--- src/rtl/imem_loader_if.sv ---
// Host boot-load port for imem_loader: valid/ready word stream plus restart pulse.
interface imem_loader_if;
  logic        ld_valid;
  logic [15:0] ld_data;
  logic        ld_ready;
  logic        ld_start;

  modport master (output ld_valid, output ld_data, output ld_start, input ld_ready);
  modport slave  (input ld_valid, input ld_data, input ld_start, output ld_ready);
endinterface

--- src/rtl/imem_loader.sv ---
// Instruction memory with zero-latency fetch read and a host-driven boot loader
// that holds the core in reset until the announced program length has been consumed.
module imem_loader #(
  parameter int DEPTH = 256,
  parameter int AW    = 8
) (
  input  logic               clk,
  input  logic               reset,
  input  logic [15:0]        IMAddress,
  output logic [15:0]        instr,
  imem_loader_if.slave       ld,
  output logic               core_reset,
  output logic               ld_error,
  output logic [AW:0]        loaded_count
);

  typedef enum logic [1:0] {WAIT_HDR, LOAD, RUN} state_t;

  localparam logic [15:0] K_DEPTH = 16'(DEPTH);
  localparam logic [AW:0] CNT_MAX = (AW+1)'(DEPTH);

  state_t      state_q, state_d;
  logic [15:0] n_q, n_d;
  logic [15:0] k_q, k_d;
  logic [AW:0] cnt_q, cnt_d;
  logic        err_q, err_d;
  logic        mem_we;
  logic        fire;
  logic [15:0] mem_q [DEPTH];

  assign ld.ld_ready = (state_q != RUN);
  assign fire        = ld.ld_valid & ld.ld_ready;

  always_comb begin
    state_d = state_q;
    n_d     = n_q;
    k_d     = k_q;
    cnt_d   = cnt_q;
    err_d   = err_q;
    mem_we  = 1'b0;
    unique case (state_q)
      WAIT_HDR: begin
        if (fire) begin
          n_d     = ld.ld_data;
          k_d     = '0;
          state_d = (ld.ld_data == 16'd0) ? RUN : LOAD;
        end
      end
      LOAD: begin
        if (fire) begin
          // Words past DEPTH are still consumed so the host stream stays in step.
          if (k_q < K_DEPTH) begin
            mem_we = 1'b1;
            cnt_d  = (cnt_q == CNT_MAX) ? cnt_q : cnt_q + 1'b1;
          end else begin
            err_d = 1'b1;
          end
          k_d = k_q + 16'd1;
          if (k_q == n_q - 16'd1) state_d = RUN;
        end
      end
      RUN: begin
        if (ld.ld_start) begin
          state_d = WAIT_HDR;
          cnt_d   = '0;
          err_d   = 1'b0;
        end
      end
      default: state_d = WAIT_HDR;
    endcase
  end

  always_ff @(posedge clk) begin
    if (reset) begin
      state_q <= WAIT_HDR;
      n_q     <= '0;
      k_q     <= '0;
      cnt_q   <= '0;
      err_q   <= 1'b0;
    end else begin
      state_q <= state_d;
      n_q     <= n_d;
      k_q     <= k_d;
      cnt_q   <= cnt_d;
      err_q   <= err_d;
    end
  end

  // Storage has no reset; stale contents are hidden by the loaded_count bound.
  always_ff @(posedge clk) begin
    if (mem_we && !reset) mem_q[k_q[AW-1:0]] <= ld.ld_data;
  end

  always_comb begin
    instr = 16'h0000;
    if (IMAddress < 16'(cnt_q)) instr = mem_q[IMAddress[AW-1:0]];
  end

  assign core_reset   = reset | (state_q != RUN);
  assign ld_error     = err_q;
  assign loaded_count = cnt_q;

endmodule

--- src/flat_wrapper.sv ---
// flat-port wrapper written by rule: the top's interface ports become plain ports
module imem_loader_flat 
#(
  parameter int DEPTH = 256,
  parameter int AW    = 8
)
  (clk, reset, IMAddress, instr, core_reset, ld_error, loaded_count, ld_ld_valid, ld_ld_data, ld_ld_start, ld_ld_ready);
  imem_loader_if ld_i ();
  input  logic clk;
  input  logic reset;
  input  logic [15:0] IMAddress;
  output logic [15:0] instr;
  output logic core_reset;
  output logic ld_error;
  output logic [AW:0] loaded_count;
  input wire logic [$bits(ld_i.ld_valid)-1:0] ld_ld_valid;
  input wire logic [$bits(ld_i.ld_data)-1:0] ld_ld_data;
  input wire logic [$bits(ld_i.ld_start)-1:0] ld_ld_start;
  output wire logic [$bits(ld_i.ld_ready)-1:0] ld_ld_ready;
  assign ld_i.ld_valid = ld_ld_valid;
  assign ld_i.ld_data = ld_ld_data;
  assign ld_i.ld_start = ld_ld_start;
  assign ld_ld_ready = ld_i.ld_ready;
  imem_loader #(.DEPTH(DEPTH), .AW(AW)) u_core (.clk(clk), .reset(reset), .IMAddress(IMAddress), .instr(instr), .ld(ld_i), .core_reset(core_reset), .ld_error(ld_error), .loaded_count(loaded_count));
endmodule
--- config.mk ---
export PLATFORM = sky130hd
export DESIGN_NAME = imem_loader_flat
export DESIGN_NICKNAME = d
export VERILOG_FILES = /design/src/rtl/imem_loader_if.sv /design/src/rtl/imem_loader.sv /design/src/flat_wrapper.sv
export SDC_FILE = /design/constraint.sdc
export NUM_CORES = 2
export LEC_CHECK = 0
export ABC_AREA = 1
export BUFFER_PORTS_ARGS = -buffer_cell sky130_fd_sc_hd__buf_4
export CORE_MARGIN = 8
export CORE_UTILIZATION = 48
export DETAILED_ROUTE_END_ITERATION = 8
export PLACE_DENSITY_LB_ADDON = 0.15
export SLEW_MARGIN = 30
export SYNTH_ARGS = -nofsm -noshare
export SYNTH_HDL_FRONTEND = slang
export SYNTH_SLANG_ARGS = --single-unit
--- constraint.sdc ---
create_clock -name clk -period 2.7 [get_ports clk]
set_clock_uncertainty 0.2 [all_clocks]
set_input_delay 0.27 -clock clk [delete_from_list [all_inputs] [get_ports clk]]
set_output_delay 0.27 -clock clk [all_outputs]
set_load 0.01 [all_outputs]
==> run metrics <==
outcome=finished with violations; violations in the final reports=negative setup slack; post-DP HPWL=319.0 mm; Max-cap violations=0; Worst Tran Pin Value=between 0.9 and 1 ns; max_slew headroom=37.47%; Routed Antenna Nets=0; highest net fanout along the worst path=1; type of the setup path with the least slack=flop to output port; sequence of cells on the critical path=nand2_1, nand3_1, nand3_1, nand3_1, nand3_1, nand3_1, nand3_1, nand3_1, buf_4, nand2_8, nor2_4, buf_6, buf_6; cell types occupying the most area after synthesis=sky130_fd_sc_hd__edfxtp_1 (73%), sky130_fd_sc_hd__nand3_1 (12%), sky130_fd_sc_hd__nand2_1 (9.4%); sequential share of the synthesized area=74.02%; post-layout instance count excluding filler cells=19.61k; worst slack at placement=-1.332 ns; final net count=14.70k; antenna violations before repair=21; cell accounting for the most synthesized area=sky130_fd_sc_hd__edfxtp_1; DRC errors left=0; Cell Pwr Density=693.4 nW/µm²; min setup slack post-route=-0.9486 ns; crit share post-route=135.1%; Area Growth Syn to Fin=18.61%; share of cells above drive strength 1=13.63%; Worst IR Drop VDD=0.5884 mV; time the final worst path needs with I/O delays and setup=3.649 ns; Die ar.=approximately 370000 µm²; overall routing resource usage=27.71%; maximum root-to-sink buffer count=4; clock sink count=4140; post-synthesis instance area=approximately 170000 µm²; synthesized area divided by synthesized cell count=11.98 µm²; per-cell routed wire length=26.71 µm; Core Region=348300 µm²; post-route worst hold slack=0.07051 ns; most common cell after layout, fill and taps aside=sky130_fd_sc_hd__nand2_1; pin count of the biggest net entering global routing=148; top-area cell type share of the netlist area=around three quarters; nets in the synthesized netlist=14.02k; final global-route overflow total=0; startpoint types=flop; number of distinct library cell variants in the gate-level netlist after synthesis=41; Sequential Area=123900 µm²; Worst path most repeated cell=sky130_fd_sc_hd__nand3_1; number of synthesis warnings=0; clock latency of the later-clocked register in the worst-skew pair=slightly below 1 ns; unrepaired setup endpoints after global routing=true; count of boundary I/O pins=64; effective utilization at floorplan=48.04%; instance count after placement with tap cells included=18.78k; data arrival time of the worst path=3.18 ns; drt via density=5.897; final estimated routing congestion in global placement=0.8937; filler instances=28.11k; highest attainable clock frequency=roughly 270 MHz; final setup violation count=1636; type of the most critical hold path=primary input to flop; total length of routed wires=~520 mm; critical path capture point type=output port; horizontal die dimension=between 600 and 700 µm; delay of the slowest cell on the worst path=between 0.3 and 0.4 ns; number of port buffers=63; number of buffers and inverters on the critical path=3; cts bufs inserted=423; cell leakage power=69.99 nW; number of register bits inferred by synthesis=4140; number of max-slew violations in the final report=0; clock-pin slew on the worst setup and hold paths=0.06 ns; clock root buffer=sky130_fd_sc_hd__clkbuf_16; Required @ worst endpoint=2.23 ns; synthesized netlist cell count=13.97k; site row count=217; global-route wire length before repair=755.1 mm; final design utilization=approximately 57%; clock tree from TritonCTS=done; number of H-tree branching levels=5; Finished Cell Area=198500 µm²; via count=115.7k; drt first-iter violations=15.00k; via count of the first global-routing pass=108.9k; critical path's slowest cell=sky130_fd_sc_hd__edfxtp_1; total cell area at the placement stage=183300 µm²; final count of hold timing violations=0; DIE HEIGHT=slightly above 600 µm; drt pass-1 iters=8; area used by multi-input combinational logic=40010 µm²; kind of cell adding the most delay to the critical path=simple AND/OR/NAND/NOR gates; most used cells in the layout excluding fill and tap cells=sky130_fd_sc_hd__nand2_1 (4173), sky130_fd_sc_hd__edfxtp_1 (4096), sky130_fd_sc_hd__nand3_1 (3996), sky130_fd_sc_hd__buf_4 (666), sky130_fd_sc_hd__buf_12 (445)
==> synth_stat cells, drive strengths merged <==
master and n:
a2111oi 1, a211oi 1, a21oi 39, a31oi 1, and2 2, and3 15, buf 636, clkbuf 311
clkinv 2, dfxtp 44, edfxtp 4096, ha 15, inv 63, nand2 4210, nand3 4058, nand3b 7
nand4 9, nor2 366, nor3 11, nor3b 1, nor4 6, o211ai 1, o21ai 45, o22ai 6
or2 2, xnor2 9, xor2 14
==> cells by family after synthesis <==
group                      count (synthesis)  share of synthesized area, %
DFF                                     4140                         74.02
adders and majority gates                 15                        0.1121
buffers and inverters                   1012                         2.791
AOI/OAI and AO/OA                         94                        0.2946
xor gates and xnor gates                  23                        0.1204
and+or+nand+nor                         8687                         22.66
==> sequential cells by signal, summed over array words and instances (netlist names) <==
name / count
u_core.ld_error: 1
u_core.k_q: 16
u_core.mem_q: 4096
u_core.state_q: 2
u_core.loaded_count: 9
u_core.n_q: 16
==> per-stage QoR <==
stage,TNS [ns],power (mW)
6_report,-79.21,137.6
5_1_grt,-322.33,141.3
4_1_cts,-15.33,138.2
3_5_place_dp,-30.91,81.41
3_3_place_gp,-24.30,81.30
2_1_floorplan,-161.27,76.40
==> area by class of cell <==
| class | count | area share, % |
|---|---|---|
| clock buffer | 524 | 5.550 |
| multi-input combinational | 8819 | 20.16 |
| tap | 4599 | 2.899 |
| clock inverter | 251 | 1.207 |
| sequential | 4140 | 62.42 |
| inverter | 65 | 0.1418 |
| antenna | 15 | 0.01891 |
| timing repair buffer | 1201 | 7.606 |
==> final timing paths <==
path                                               startpoint  cells past startpoint  slack (ns)                              to
worst max-delay path            u_core.mem_q[73][1]$_DFFE_PP_                     13       -0.95                        instr[1]
worst min register to register   u_core.ld_error$_SDFFE_PP0P_                      2        0.28    u_core.ld_error$_SDFFE_PP0P_
worst max register to register    u_core.k_q[14]$_SDFFE_PP0P_                     11       -0.15   u_core.mem_q[53][5]$_DFFE_PP_
worst min-delay path                            ld_ld_data[7]                      2        0.07  u_core.mem_q[191][7]$_DFFE_PP_
==> power breakdown <==
group          internal [mW]  switching, mW  total, mW
combinational           2.76           6.93       9.70
sequential              70.6         0.0381       70.7
clock                   32.4           24.8       57.3
total                    106           31.8        138
==> timing repair <==
action	CTS	global route
pin swaps	24	19
resized for setup	136	137
endpoints found under the setup margin	975	2398
cloned	0	7
hold endpoints to repair	3384	0
setup buffers	10	11
hold buffers	31	0
==> routing by layer <==
layer  track usage (%)  up-vias  wire length (µm)
li1                  -    51310                 -
met5                 0        -                53
met1             39.47    57390            212000
met3             4.772      897             51030
met2             42.95     6058            238200
met4             10.43        6             22600
(Power assumes the default switching activity.)
